File: src/rtl/c7b_trace_pkg.sv
// Shared types and widths for the commit-trace writer.
package c7b_trace_pkg;

    localparam int unsigned PC_W    = 32;
    localparam int unsigned RADDR_W = 5;
    localparam int unsigned DATA_W  = 32;
    localparam int unsigned DROP_W  = 16;

    typedef enum logic {
        TR_RUN,
        TR_FROZEN
    } tr_state_e;

    typedef struct packed {
        logic [PC_W-1:0]    pc;
        logic               wen;
        logic [RADDR_W-1:0] waddr;
        logic [DATA_W-1:0]  wdata;
    } trace_rec_t;

    localparam int unsigned REC_W = $bits(trace_rec_t);

endpackage

File: src/rtl/c7b_commit_trace_if.sv
// Trace read channel: head record plus valid/ready handshake.
interface c7b_commit_trace_if #(
    parameter int unsigned SEQ_W = 16
);
    import c7b_trace_pkg::*;

    logic               trace_valid;
    logic               trace_ready;
    logic [PC_W-1:0]    trace_pc;
    logic               trace_wen;
    logic [RADDR_W-1:0] trace_waddr;
    logic [DATA_W-1:0]  trace_wdata;
    logic [SEQ_W-1:0]   trace_seq;

    modport master (
        output trace_valid, trace_pc, trace_wen, trace_waddr, trace_wdata, trace_seq,
        input  trace_ready
    );

    modport slave (
        input  trace_valid, trace_pc, trace_wen, trace_waddr, trace_wdata, trace_seq,
        output trace_ready
    );

endinterface

File: src/rtl/c7b_trace_fifo.sv
// Generic synchronous FIFO; read data is the registered head entry (no bypass).
module c7b_trace_fifo #(
    parameter int unsigned WIDTH = 8,
    parameter int unsigned DEPTH = 8
) (
    input  logic                     clk,
    input  logic                     reset,
    input  logic                     flush,
    input  logic                     push,
    input  logic                     pop,
    input  logic [WIDTH-1:0]         wdata,
    output logic [WIDTH-1:0]         rdata,
    output logic                     full,
    output logic                     empty,
    output logic [$clog2(DEPTH):0]   count
);
    localparam int unsigned PTR_W = $clog2(DEPTH);
    localparam int unsigned CNT_W = PTR_W + 1;

    logic [WIDTH-1:0] mem [DEPTH];
    logic [PTR_W-1:0] wptr_q, rptr_q;
    logic [CNT_W-1:0] count_q;
    logic             do_push, do_pop, wipe;

    assign wipe    = reset | flush;
    assign do_pop  = pop & ~empty;
    // A pop frees a slot in the same cycle, so a full FIFO still accepts.
    assign do_push = push & (~full | do_pop);

    always_ff @(posedge clk) begin
        if (wipe) begin
            wptr_q  <= '0;
            rptr_q  <= '0;
            count_q <= '0;
        end else begin
            if (do_push) wptr_q <= wptr_q + 1'b1;
            if (do_pop)  rptr_q <= rptr_q + 1'b1;
            if (do_push && !do_pop) begin
                count_q <= count_q + 1'b1;
            end else if (do_pop && !do_push) begin
                count_q <= count_q - 1'b1;
            end
        end
    end

    always_ff @(posedge clk) begin
        if (do_push && !wipe) mem[wptr_q] <= wdata;
    end

    assign rdata = mem[rptr_q];
    assign count = count_q;
    assign full  = (count_q == CNT_W'(DEPTH));
    assign empty = (count_q == '0);

endmodule

File: src/rtl/c7b_commit_trace.sv
// Retirement trace writer: forms records, numbers them, buffers and drains them,
// and freezes capture on a PC match.
module c7b_commit_trace
    import c7b_trace_pkg::*;
#(
    parameter int unsigned DEPTH = 8,
    parameter int unsigned SEQ_W = 16
) (
    input  logic               clk,
    input  logic               reset,
    input  logic               wb_valid,
    input  logic [PC_W-1:0]    wb_pc,
    input  logic               wb_rf_wen,
    input  logic [RADDR_W-1:0] wb_rf_waddr,
    input  logic [DATA_W-1:0]  wb_rf_wdata,
    input  logic               match_en,
    input  logic [PC_W-1:0]    match_pc,
    input  logic               trace_clear,
    c7b_commit_trace_if.master tr,
    output logic               trace_full,
    output logic               trace_frozen,
    output logic               trace_ovf,
    output logic [DROP_W-1:0]  drop_cnt
);
    localparam int unsigned ENT_W = SEQ_W + REC_W;
    localparam int unsigned CNT_W = $clog2(DEPTH) + 1;

    tr_state_e          state_q, state_d;
    logic [SEQ_W-1:0]   seq_q;
    logic [DROP_W-1:0]  drop_cnt_q;
    logic               ovf_q;

    trace_rec_t         wb_rec, head_rec;
    logic [SEQ_W-1:0]   head_seq;
    logic [ENT_W-1:0]   head_raw;
    logic [CNT_W-1:0]   fifo_count;
    logic               fifo_full, fifo_empty;
    logic               run, push, pop, drop, match_hit;

    assign run       = (state_q == TR_RUN);
    assign pop       = tr.trace_valid & tr.trace_ready;
    assign push      = wb_valid & run & (~fifo_full | pop);
    assign drop      = wb_valid & run & fifo_full & ~pop;
    assign match_hit = wb_valid & match_en & (wb_pc == match_pc);

    // r0 writes are kept for address/data visibility but never flagged as writes.
    always_comb begin
        wb_rec       = '0;
        wb_rec.pc    = wb_pc;
        wb_rec.wen   = wb_rf_wen & (wb_rf_waddr != '0);
        wb_rec.waddr = wb_rf_waddr;
        wb_rec.wdata = wb_rf_wdata;
    end

    c7b_trace_fifo #(
        .WIDTH (ENT_W),
        .DEPTH (DEPTH)
    ) u_fifo (
        .clk   (clk),
        .reset (reset),
        .flush (trace_clear),
        .push  (push),
        .pop   (pop),
        .wdata ({seq_q, wb_rec}),
        .rdata (head_raw),
        .full  (fifo_full),
        .empty (fifo_empty),
        .count (fifo_count)
    );

    always_comb begin
        state_d = state_q;
        unique case (state_q)
            TR_RUN:    if (match_hit) state_d = TR_FROZEN;
            TR_FROZEN: state_d = TR_FROZEN;
            default:   state_d = TR_RUN;
        endcase
    end

    always_ff @(posedge clk) begin
        if (reset || trace_clear) begin
            state_q    <= TR_RUN;
            seq_q      <= '0;
            drop_cnt_q <= '0;
            ovf_q      <= 1'b0;
        end else begin
            state_q <= state_d;
            if (push) seq_q <= seq_q + 1'b1;
            if (drop) begin
                ovf_q <= 1'b1;
                if (drop_cnt_q != '1) drop_cnt_q <= drop_cnt_q + 1'b1;
            end
        end
    end

    assign {head_seq, head_rec} = head_raw;

    // Data is forced to zero when nothing is buffered so stale RAM never leaks out.
    assign tr.trace_valid = ~fifo_empty;
    assign tr.trace_pc    = tr.trace_valid ? head_rec.pc    : '0;
    assign tr.trace_wen   = tr.trace_valid & head_rec.wen;
    assign tr.trace_waddr = tr.trace_valid ? head_rec.waddr : '0;
    assign tr.trace_wdata = tr.trace_valid ? head_rec.wdata : '0;
    assign tr.trace_seq   = tr.trace_valid ? head_seq       : '0;

    assign trace_full   = (fifo_count == CNT_W'(DEPTH));
    assign trace_frozen = (state_q == TR_FROZEN);
    assign trace_ovf    = ovf_q;
    assign drop_cnt     = drop_cnt_q;

endmodule

File: src/flat_wrapper.sv
// flat-port wrapper written by rule: the top's interface ports become plain ports
module c7b_commit_trace_flat import c7b_trace_pkg::*;
#(
    parameter int unsigned DEPTH = 8,
    parameter int unsigned SEQ_W = 16
)
  (clk, reset, wb_valid, wb_pc, wb_rf_wen, wb_rf_waddr, wb_rf_wdata, match_en, match_pc, trace_clear, trace_full, trace_frozen, trace_ovf, drop_cnt, tr_trace_valid, tr_trace_pc, tr_trace_wen, tr_trace_waddr, tr_trace_wdata, tr_trace_seq, tr_trace_ready);
  c7b_commit_trace_if #(.SEQ_W(SEQ_W)) tr_i ();
  input  logic clk;
  input  logic reset;
  input  logic wb_valid;
  input  logic [PC_W-1:0] wb_pc;
  input  logic wb_rf_wen;
  input  logic [RADDR_W-1:0] wb_rf_waddr;
  input  logic [DATA_W-1:0] wb_rf_wdata;
  input  logic match_en;
  input  logic [PC_W-1:0] match_pc;
  input  logic trace_clear;
  output logic trace_full;
  output logic trace_frozen;
  output logic trace_ovf;
  output logic [DROP_W-1:0] drop_cnt;
  output wire logic [$bits(tr_i.trace_valid)-1:0] tr_trace_valid;
  output wire logic [$bits(tr_i.trace_pc)-1:0] tr_trace_pc;
  output wire logic [$bits(tr_i.trace_wen)-1:0] tr_trace_wen;
  output wire logic [$bits(tr_i.trace_waddr)-1:0] tr_trace_waddr;
  output wire logic [$bits(tr_i.trace_wdata)-1:0] tr_trace_wdata;
  output wire logic [$bits(tr_i.trace_seq)-1:0] tr_trace_seq;
  input wire logic [$bits(tr_i.trace_ready)-1:0] tr_trace_ready;
  assign tr_trace_valid = tr_i.trace_valid;
  assign tr_trace_pc = tr_i.trace_pc;
  assign tr_trace_wen = tr_i.trace_wen;
  assign tr_trace_waddr = tr_i.trace_waddr;
  assign tr_trace_wdata = tr_i.trace_wdata;
  assign tr_trace_seq = tr_i.trace_seq;
  assign tr_i.trace_ready = tr_trace_ready;
  c7b_commit_trace #(.DEPTH(DEPTH), .SEQ_W(SEQ_W)) u_core (.clk(clk), .reset(reset), .wb_valid(wb_valid), .wb_pc(wb_pc), .wb_rf_wen(wb_rf_wen), .wb_rf_waddr(wb_rf_waddr), .wb_rf_wdata(wb_rf_wdata), .match_en(match_en), .match_pc(match_pc), .trace_clear(trace_clear), .tr(tr_i), .trace_full(trace_full), .trace_frozen(trace_frozen), .trace_ovf(trace_ovf), .drop_cnt(drop_cnt));
endmodule
File: config.mk
export PLATFORM = sky130hd
export DESIGN_NAME = c7b_commit_trace_flat
export DESIGN_NICKNAME = d
export VERILOG_FILES = /design/src/rtl/c7b_trace_pkg.sv /design/src/rtl/c7b_commit_trace_if.sv /design/src/rtl/c7b_trace_fifo.sv /design/src/rtl/c7b_commit_trace.sv /design/src/flat_wrapper.sv
export SDC_FILE = /design/constraint.sdc
export NUM_CORES = 1
export LEC_CHECK = 0
export CORE_UTILIZATION = 46
export CTS_CLUSTER_DIAMETER = 60
export DETAILED_ROUTE_END_ITERATION = 12
export PLACE_DENSITY = 0.71
export SETUP_SLACK_MARGIN = 0.4
export SYNTH_ARGS = -nofsm -noshare
export SYNTH_HDL_FRONTEND = slang
export SYNTH_SLANG_ARGS = --single-unit
File: constraint.sdc
create_clock -name clk -period 11.6 [get_ports clk]
set_input_delay 2.32 -clock clk [delete_from_list [all_inputs] [get_ports clk]]
set_output_delay 2.32 -clock clk [all_outputs]
set_load 0.02 [all_outputs]
==> flow_metrics.env, run 1 <==
export IMPL_hold_violations=0
export IMPL_path_clk_slew_ns=0.06
export IMPL_clock_latency_ns=0.59
export IMPL_status="finished clean"
export IMPL_ys_top_cells_by_area="edfxtp_1 (72%), mux4_2 (14%), dfxtp_1 (3.3%)"
export IMPL_maxCapViolCount=0
export IMPL_syn_area_sq_um=28610
export IMPL_power_density_nw_per_um2=168.8
export IMPL_async_reset_ff_frac=0
export IMPL_fmax_ghz=0.1411
export IMPL_ioPinCount=214
export IMPL_fin_skew_ns=0.02480
export IMPL_grt_pass1_vias=14770
export IMPL_nets=1749
export IMPL_worstPathArrival_ns=4.77
export IMPL_met2_length_mm=30.78
export IMPL_setup_viol=0
export IMPL_tightest_slew_ns=1.123
export IMPL_fin_crit_sh=0.6109
export IMPL_synthFlopType="edfxtp_1"
export IMPL_die_height_um=251.4
export IMPL_ys_types=46
export IMPL_postCtsSetupRepairBufs=0
export IMPL_htree_levels=3
export IMPL_yosys_area_top_type="edfxtp_1"
export IMPL_drv_slew=0
export IMPL_synth_edf_count=688
export IMPL_ir_drop_v=0.00009441
export IMPL_grt_pass1_wl_mm=91.38
export IMPL_start_util=0.4644
export IMPL_hold_ws_ns=0.4886
export IMPL_slew_headroom=0.2513
export IMPL_dp_hpwl_mm=34.40
export IMPL_p_leak_uw=0.01038
export IMPL_cts_hold_buffers_added=0
export IMPL_ys_seq_area_frac=0.7551
export IMPL_ant_nets=0
export IMPL_path_max_fanout=93
export IMPL_ys_ff_latch=735
export IMPL_port_buffers=213
export IMPL_start_kind="flop"
export IMPL_clockBufferDepth=3
export IMPL_die_x_um=251.4
export IMPL_drc=0
export IMPL_final_layout_size_suffix_gt1_frac=0.1966
export IMPL_wl_met3_mm=3.379
export IMPL_drtIter0Drc=1175
export IMPL_vias=14080
export IMPL_rsz0062_at_grt="no"
export IMPL_grt_usage=0.1945
export IMPL_wl_per_cell_um=23.90
export IMPL_die_area_sq_um=63190
export IMPL_synthToLayoutAreaGrowth_pct=19.24
export IMPL_cts_tree="yes"
export IMPL_routabilityCongestion=0.8013
export IMPL_synth_nets=1501
export IMPL_synthCells=1385
export IMPL_root_buffer="clkbuf_16"
export IMPL_finalCriticalPeriod_ns=7.087
export IMPL_cp_data_required_time_ns=9.28
export IMPL_cp_end_kind="output port"
export IMPL_drt_pass1_iter_count=7
export IMPL_design_core_area_sq_um=61600
export IMPL_ys_warn_count=0
export IMPL_cts_resized=0
export IMPL_hold_class="reg -> reg"
export IMPL_power_uw=5759
export IMPL_antenna_found_initial=1
export IMPL_rows=91
export IMPL_grt_max_degree=94
export IMPL_fin_setup_tns_ns=0
export IMPL_cts_sinks=735
export IMPL_avgSynthCellArea_sq_um=20.66
export IMPL_grt_overflow=0
export IMPL_cts_buffers=74
export IMPL_wl_mm=60.40
export IMPL_topRoutingLayerUsed="met4"
export IMPL_viasPerCell=5.573
export IMPL_drt_met1_wl_mm=24.98
export IMPL_worstSetupPathType="reg -> out"
export IMPL_synth_top_area_frac=0.7222
## final cells by class
cell class | instances | area, sq um
fillers | 4565 | 27490
flip-flops and latches | 735 | 21610
multi-input cells | 578 | 6753
repair buffers | 239 | 2340
clock buffers | 92 | 2003
well taps | 837 | 1047
clock inverters | 40 | 334.1
inverters | 5 | 20.02
diodes | 1 | 2.502
## power breakdown
part | switching [uW] | internal [uW]
clock network | 950 | 1340
logic | 309 | 242
registers | 14.0 | 2910
total | 1270 | 4490
## per-stage QoR
stage	setup WS, ns	utilization	cells	instance area, sq um
floorplan	1.971	-	1385	28610
global placement	4.995	0.5158	2394	31770
detailed placement	4.986	0.5158	2394	31770
CTS	4.334	0.5537	2526	34110
global route	4.030	0.5537	2526	34110
finish	4.513	0.5538	2527	34110
## metal layers
| layer | global-route usage | up-vias |
|---|---|---|
| li1 | - | 6131 |
| met1 | 0.2590 | 7431 |
| met2 | 0.3284 | 437 |
| met3 | 0.03199 | 83 |
| met4 | 0.06167 | 0 |
| met5 | 0 | - |
## cells in the final DEF, fill, tap and decap left out, types with 3 or more instances in the layout
| cell | netlist | final |
|---|---|---|
| mux2i_1 | 90 | 90 |
| xor2_1 | 10 | 10 |
| ha_1 | 7 | 7 |
| and4_1 | 4 | 4 |
| dfxtp_1 | 47 | 44 |
| clkbuf_16 | 0 | 77 |
| edfxtp_1 | 688 | 688 |
| bufinv_16 | 0 | 5 |
| inv_1 | 3 | 3 |
| a2111oi_2 | 4 | 4 |
| clkdlybuf4s50_1 | 0 | 213 |
| xnor2_1 | 53 | 53 |
| nor2_1 | 133 | 127 |
| clkinv_2 | 1 | 14 |
| nor4_2 | 3 | 4 |
| nand3_1 | 12 | 12 |
| o21ai_0 | 3 | 3 |
| buf_4 | 0 | 25 |
| a211oi_2 | 5 | 5 |
| clkinv_1 | 0 | 16 |
| a21oi_1 | 10 | 10 |
| dfxtp_4 | 0 | 3 |
| o21a_1 | 4 | 4 |
| nand2_1 | 16 | 16 |
| nor2_4 | 0 | 6 |
| nor3_1 | 5 | 3 |
| mux4_2 | 172 | 172 |
| clkbuf_1 | 26 | 13 |
| nand4_1 | 17 | 17 |
| or3_1 | 4 | 4 |
## path summary, 6_finish.rpt
kind	from	endpoint	slack, ns	cells after the start
max	flop	tr_trace_seq[7]	4.51	6
min	u_core.u_fifo.rptr_q[1]$_SDFFE_PP0N_	flop	0.49	2
max reg2reg	u_core.u_fifo.count[0]$_SDFFE_PP0P_	u_core.u_fifo.mem[6][80]$_DFFE_PP_	7.70	6
min reg2reg	u_core.u_fifo.rptr_q[1]$_SDFFE_PP0N_	flop	0.49	2
## worst max-delay path: stages (launching register included)
cell	delay [ns]
dfxtp_4	0.85
buf_12	0.63
buf_4	0.82
mux4_2	0.59
mux2i_1	0.38
nor2_1	0.12
clkdlybuf4s50_1	0.61
## flip-flops by register name, indices dropped and copies added (netlist names), named ones only
signal	count
u_core.u_fifo.mem	688
u_core.drop_cnt	16
u_core.seq_q	16
u_core.u_fifo.count	4
u_core.u_fifo.rptr_q	3
u_core.u_fifo.wptr_q	3
u_core.trace_frozen	1
u_core.trace_ovf	1
## Yosys cell counts, types with 2 or more instances
master and count:
buf_1 11, nor3_1 5, nor2_1 133, or3_1 4, nand4_1 17, buf_2 29
o21ai_0 3, xor2_1 10, inv_1 3, nor4_1 3, xnor2_1 53, mux4_2 172
nor2b_1 2, nand3_1 12, and4_1 4, a2111oi_2 4, edfxtp_1 688, nand2_1 16
a211oi_2 5, o21a_1 4, ha_1 7, clkbuf_1 26, a21oi_1 10, nand2b_1 2
and2_1 2, nor4_2 3, or4_1 2, mux2i_1 90, dfxtp_1 47, o21ai_1 2
## logic make-up after synthesis
kind of cell	synth area share
flip-flops	0.7551
multiplexers	0.1669
AND/OR/NAND/NOR	0.03416
buffers and inverters	0.01102
XOR/XNOR	0.01929
AO/OA/AOI/OAI	0.009797
adder cells (fa/ha/maj)	0.003761
Note: power is estimated with default switching activity, not from simulation.
==> inputs of run 2 (changes only) <==
==> constraint.sdc (replaced) <==
create_clock -name clk -period 6.7 [get_ports clk]
set_input_delay 1.34 -clock clk [delete_from_list [all_inputs] [get_ports clk]]
set_output_delay 1.34 -clock clk [all_outputs]
set_load 0.02 [all_outputs]
==> flow_metrics.env, run 2 (synthesized netlist as in run 1, its figures left out) <==
export IMPL_r2r_slack_ns=3.45
export IMPL_cts_sinks=735
export IMPL_multi_input_area_sq_um=6765
export IMPL_top_register="u_core.u_fifo.mem"
export IMPL_path_clk_slew_ns=0.05
export IMPL_grt_max_degree=69
export IMPL_drt_pass1_iter_count=5
export IMPL_grt_usage=0.1913
export IMPL_rows=91
export IMPL_slew_headroom=0.2371
export IMPL_dp_hpwl_mm=32.64
export IMPL_grt_pass1_wl_mm=89.82
export IMPL_routabilityCongestion=0.8028
export IMPL_fin_setup_tns_ns=0
export IMPL_seq_area_sq_um=21610
export IMPL_drc=0
export IMPL_grt_overflow=0
export IMPL_start_util=0.4644
export IMPL_fin_crit_sh=0.7393
export IMPL_preCtsSetupSlack_ns=1.795
export IMPL_ir_drop_v=0.0001811
export IMPL_postCtsSetupRepairBufs=0
export IMPL_antennaDiodeCount=0
export IMPL_fmax_ghz=0.2019
export IMPL_cts_buffers=76
export IMPL_path_max_fanout=46
export IMPL_p_int_uw=7963
export IMPL_drtIter0Drc=1100
export IMPL_worstHoldPathCells=2
export IMPL_largest_reg_flops=688
export IMPL_vias=14010
export IMPL_layout_common_cells="edfxtp_1 (688), clkdlybuf4s50_1 (213), mux4_2 (172)"
export IMPL_worstPathArrival_ns=3.61
export IMPL_cp_end_kind="output port"
export IMPL_die_height_um=251.4
export IMPL_layout_commonest_cell="edfxtp_1"
export IMPL_ioPinCount=214
export IMPL_hold_class="reg -> reg"
export IMPL_ant_nets=0
export IMPL_clock_power_share=0.412
export IMPL_maxCapViolCount=0
export IMPL_status="finished clean"
export IMPL_p_comb_frac=0.093
export IMPL_power_switching_uw=2265
export IMPL_design_core_area_sq_um=61600
export IMPL_p_seq_frac=0.495
export IMPL_htree_levels=3
export IMPL_clockBufferDepth=3
export IMPL_cp_data_required_time_ns=5.36
export IMPL_synthToLayoutAreaGrowth_pct=20.09
export IMPL_p_sw_frac=0.2214
export IMPL_port_buffers=213
export IMPL_antenna_found_initial=2
export IMPL_clock_latency_ns=0.62
export IMPL_root_buffer="clkbuf_16"
export IMPL_die_area_sq_um=63190
export IMPL_power_uw=10230
export IMPL_fin_skew_ns=0.01547
export IMPL_setup_viol=0
export IMPL_hold_violations=0
export IMPL_finalCriticalPeriod_ns=4.954
export IMPL_rsz0062_at_grt="no"
export IMPL_nets=1755
export IMPL_wl_per_cell_um=23.48
export IMPL_cts_resized=0
export IMPL_drv_slew=0
export IMPL_power_density_nw_per_um2=297.7
export IMPL_cts_hold_buffers_added=0
export IMPL_p_leak_uw=0.01046
export IMPL_wl_mm=59.55
export IMPL_viasPerCell=5.523
export IMPL_final_layout_size_suffix_gt1_frac=0.2013
export IMPL_worst_slack_ns=1.746
export IMPL_tightest_slew_ns=1.142
export IMPL_n_fill_cell=4517
export IMPL_start_kind="flop"
export IMPL_die_x_um=251.4
export IMPL_r2r_cells=5
export IMPL_cts_tree="yes"
export IMPL_worstSetupPathType="reg -> out"
export IMPL_grt_pass1_vias=14780
[run 2: cell count changes in the layout (fill, tap and decap cells not counted)]
cell | previous run | this run
bufinv_16 | 5 | 9
clkinv_1 | 16 | 18
buf_12 | 1 | 4
clkbuf_16 | 77 | 78
buf_4 | 25 | 26
nor3_4 | 0 | 2
diode_2 | 1 | 0
clkinv_4 | 2 | 0
nor3_2 | 2 | 0
inv_6 | 2 | 8
clkinv_2 | 14 | 11
clkbuf_1 | 13 | 11
[run 2: final cells by class]
type,count,area share
clock buffer,91,0.05882
clock inverter,47,0.01402
inverter,5,0.0005827
multi-input combinational,578,0.1969
sequential,735,0.6291
tap,837,0.03048
timing repair buffer,243,0.07007
[run 2: worst paths after layout]
kind / from / to
worst min register to register: u_core.u_fifo.rptr_q[1]$_SDFFE_PP0N_ / flop
worst max register to register: u_core.u_fifo.count[0]$_SDFFE_PP0P_ / u_core.u_fifo.mem[5][64]$_DFFE_PP_
worst min-delay path: u_core.u_fifo.rptr_q[1]$_SDFFE_PP0N_ / flop
worst max-delay path: flop / tr_trace_seq[14]
[run 2: layer usage]
| layer | part of all wire | GRT usage | wire, um | vias up |
|---|---|---|---|---|
| met5 | 0.00022 | 0 | 13 | - |
| met4 | 0.024 | 0.06742 | 1407 | 2 |
| met3 | 0.049 | 0.03241 | 2889 | 93 |
| met2 | 0.50 | 0.3192 | 29780 | 375 |
| met1 | 0.43 | 0.2551 | 25460 | 7400 |
| li1 | - | - | - | 6136 |
[run 2: worst max-delay path: stages (launching register included)]
cell	delay, ns
dfxtp_4	1.00
buf_4	0.45
mux4_2	0.55
mux2i_1	0.31
nor2_1	0.08
clkdlybuf4s50_1	0.58
[run 2: power groups by stage]
stage | clock network [uW] | logic, uW | registers [uW]
2_1_floorplan | 0 | 492 | 5140
5_1_grt | 4470 | 1010 | 5060
3_5_place_dp | 0 | 959 | 5160
3_3_place_gp | 0 | 947 | 5160
6_report | 4220 | 950 | 5060
4_1_cts | 4300 | 965 | 5060
[run 2: metrics by stage]
step,cell area (sq um),instances,utilization,hold slack [ns]
floorplan,28620,1385,-,0.4541
global placement,31850,2398,0.5171,0.4511
detailed placement,31850,2398,0.5171,0.4684
CTS,34350,2536,0.5577,0.4769
global route,34350,2536,0.5577,0.5146
finish,34350,2536,0.5577,0.4728
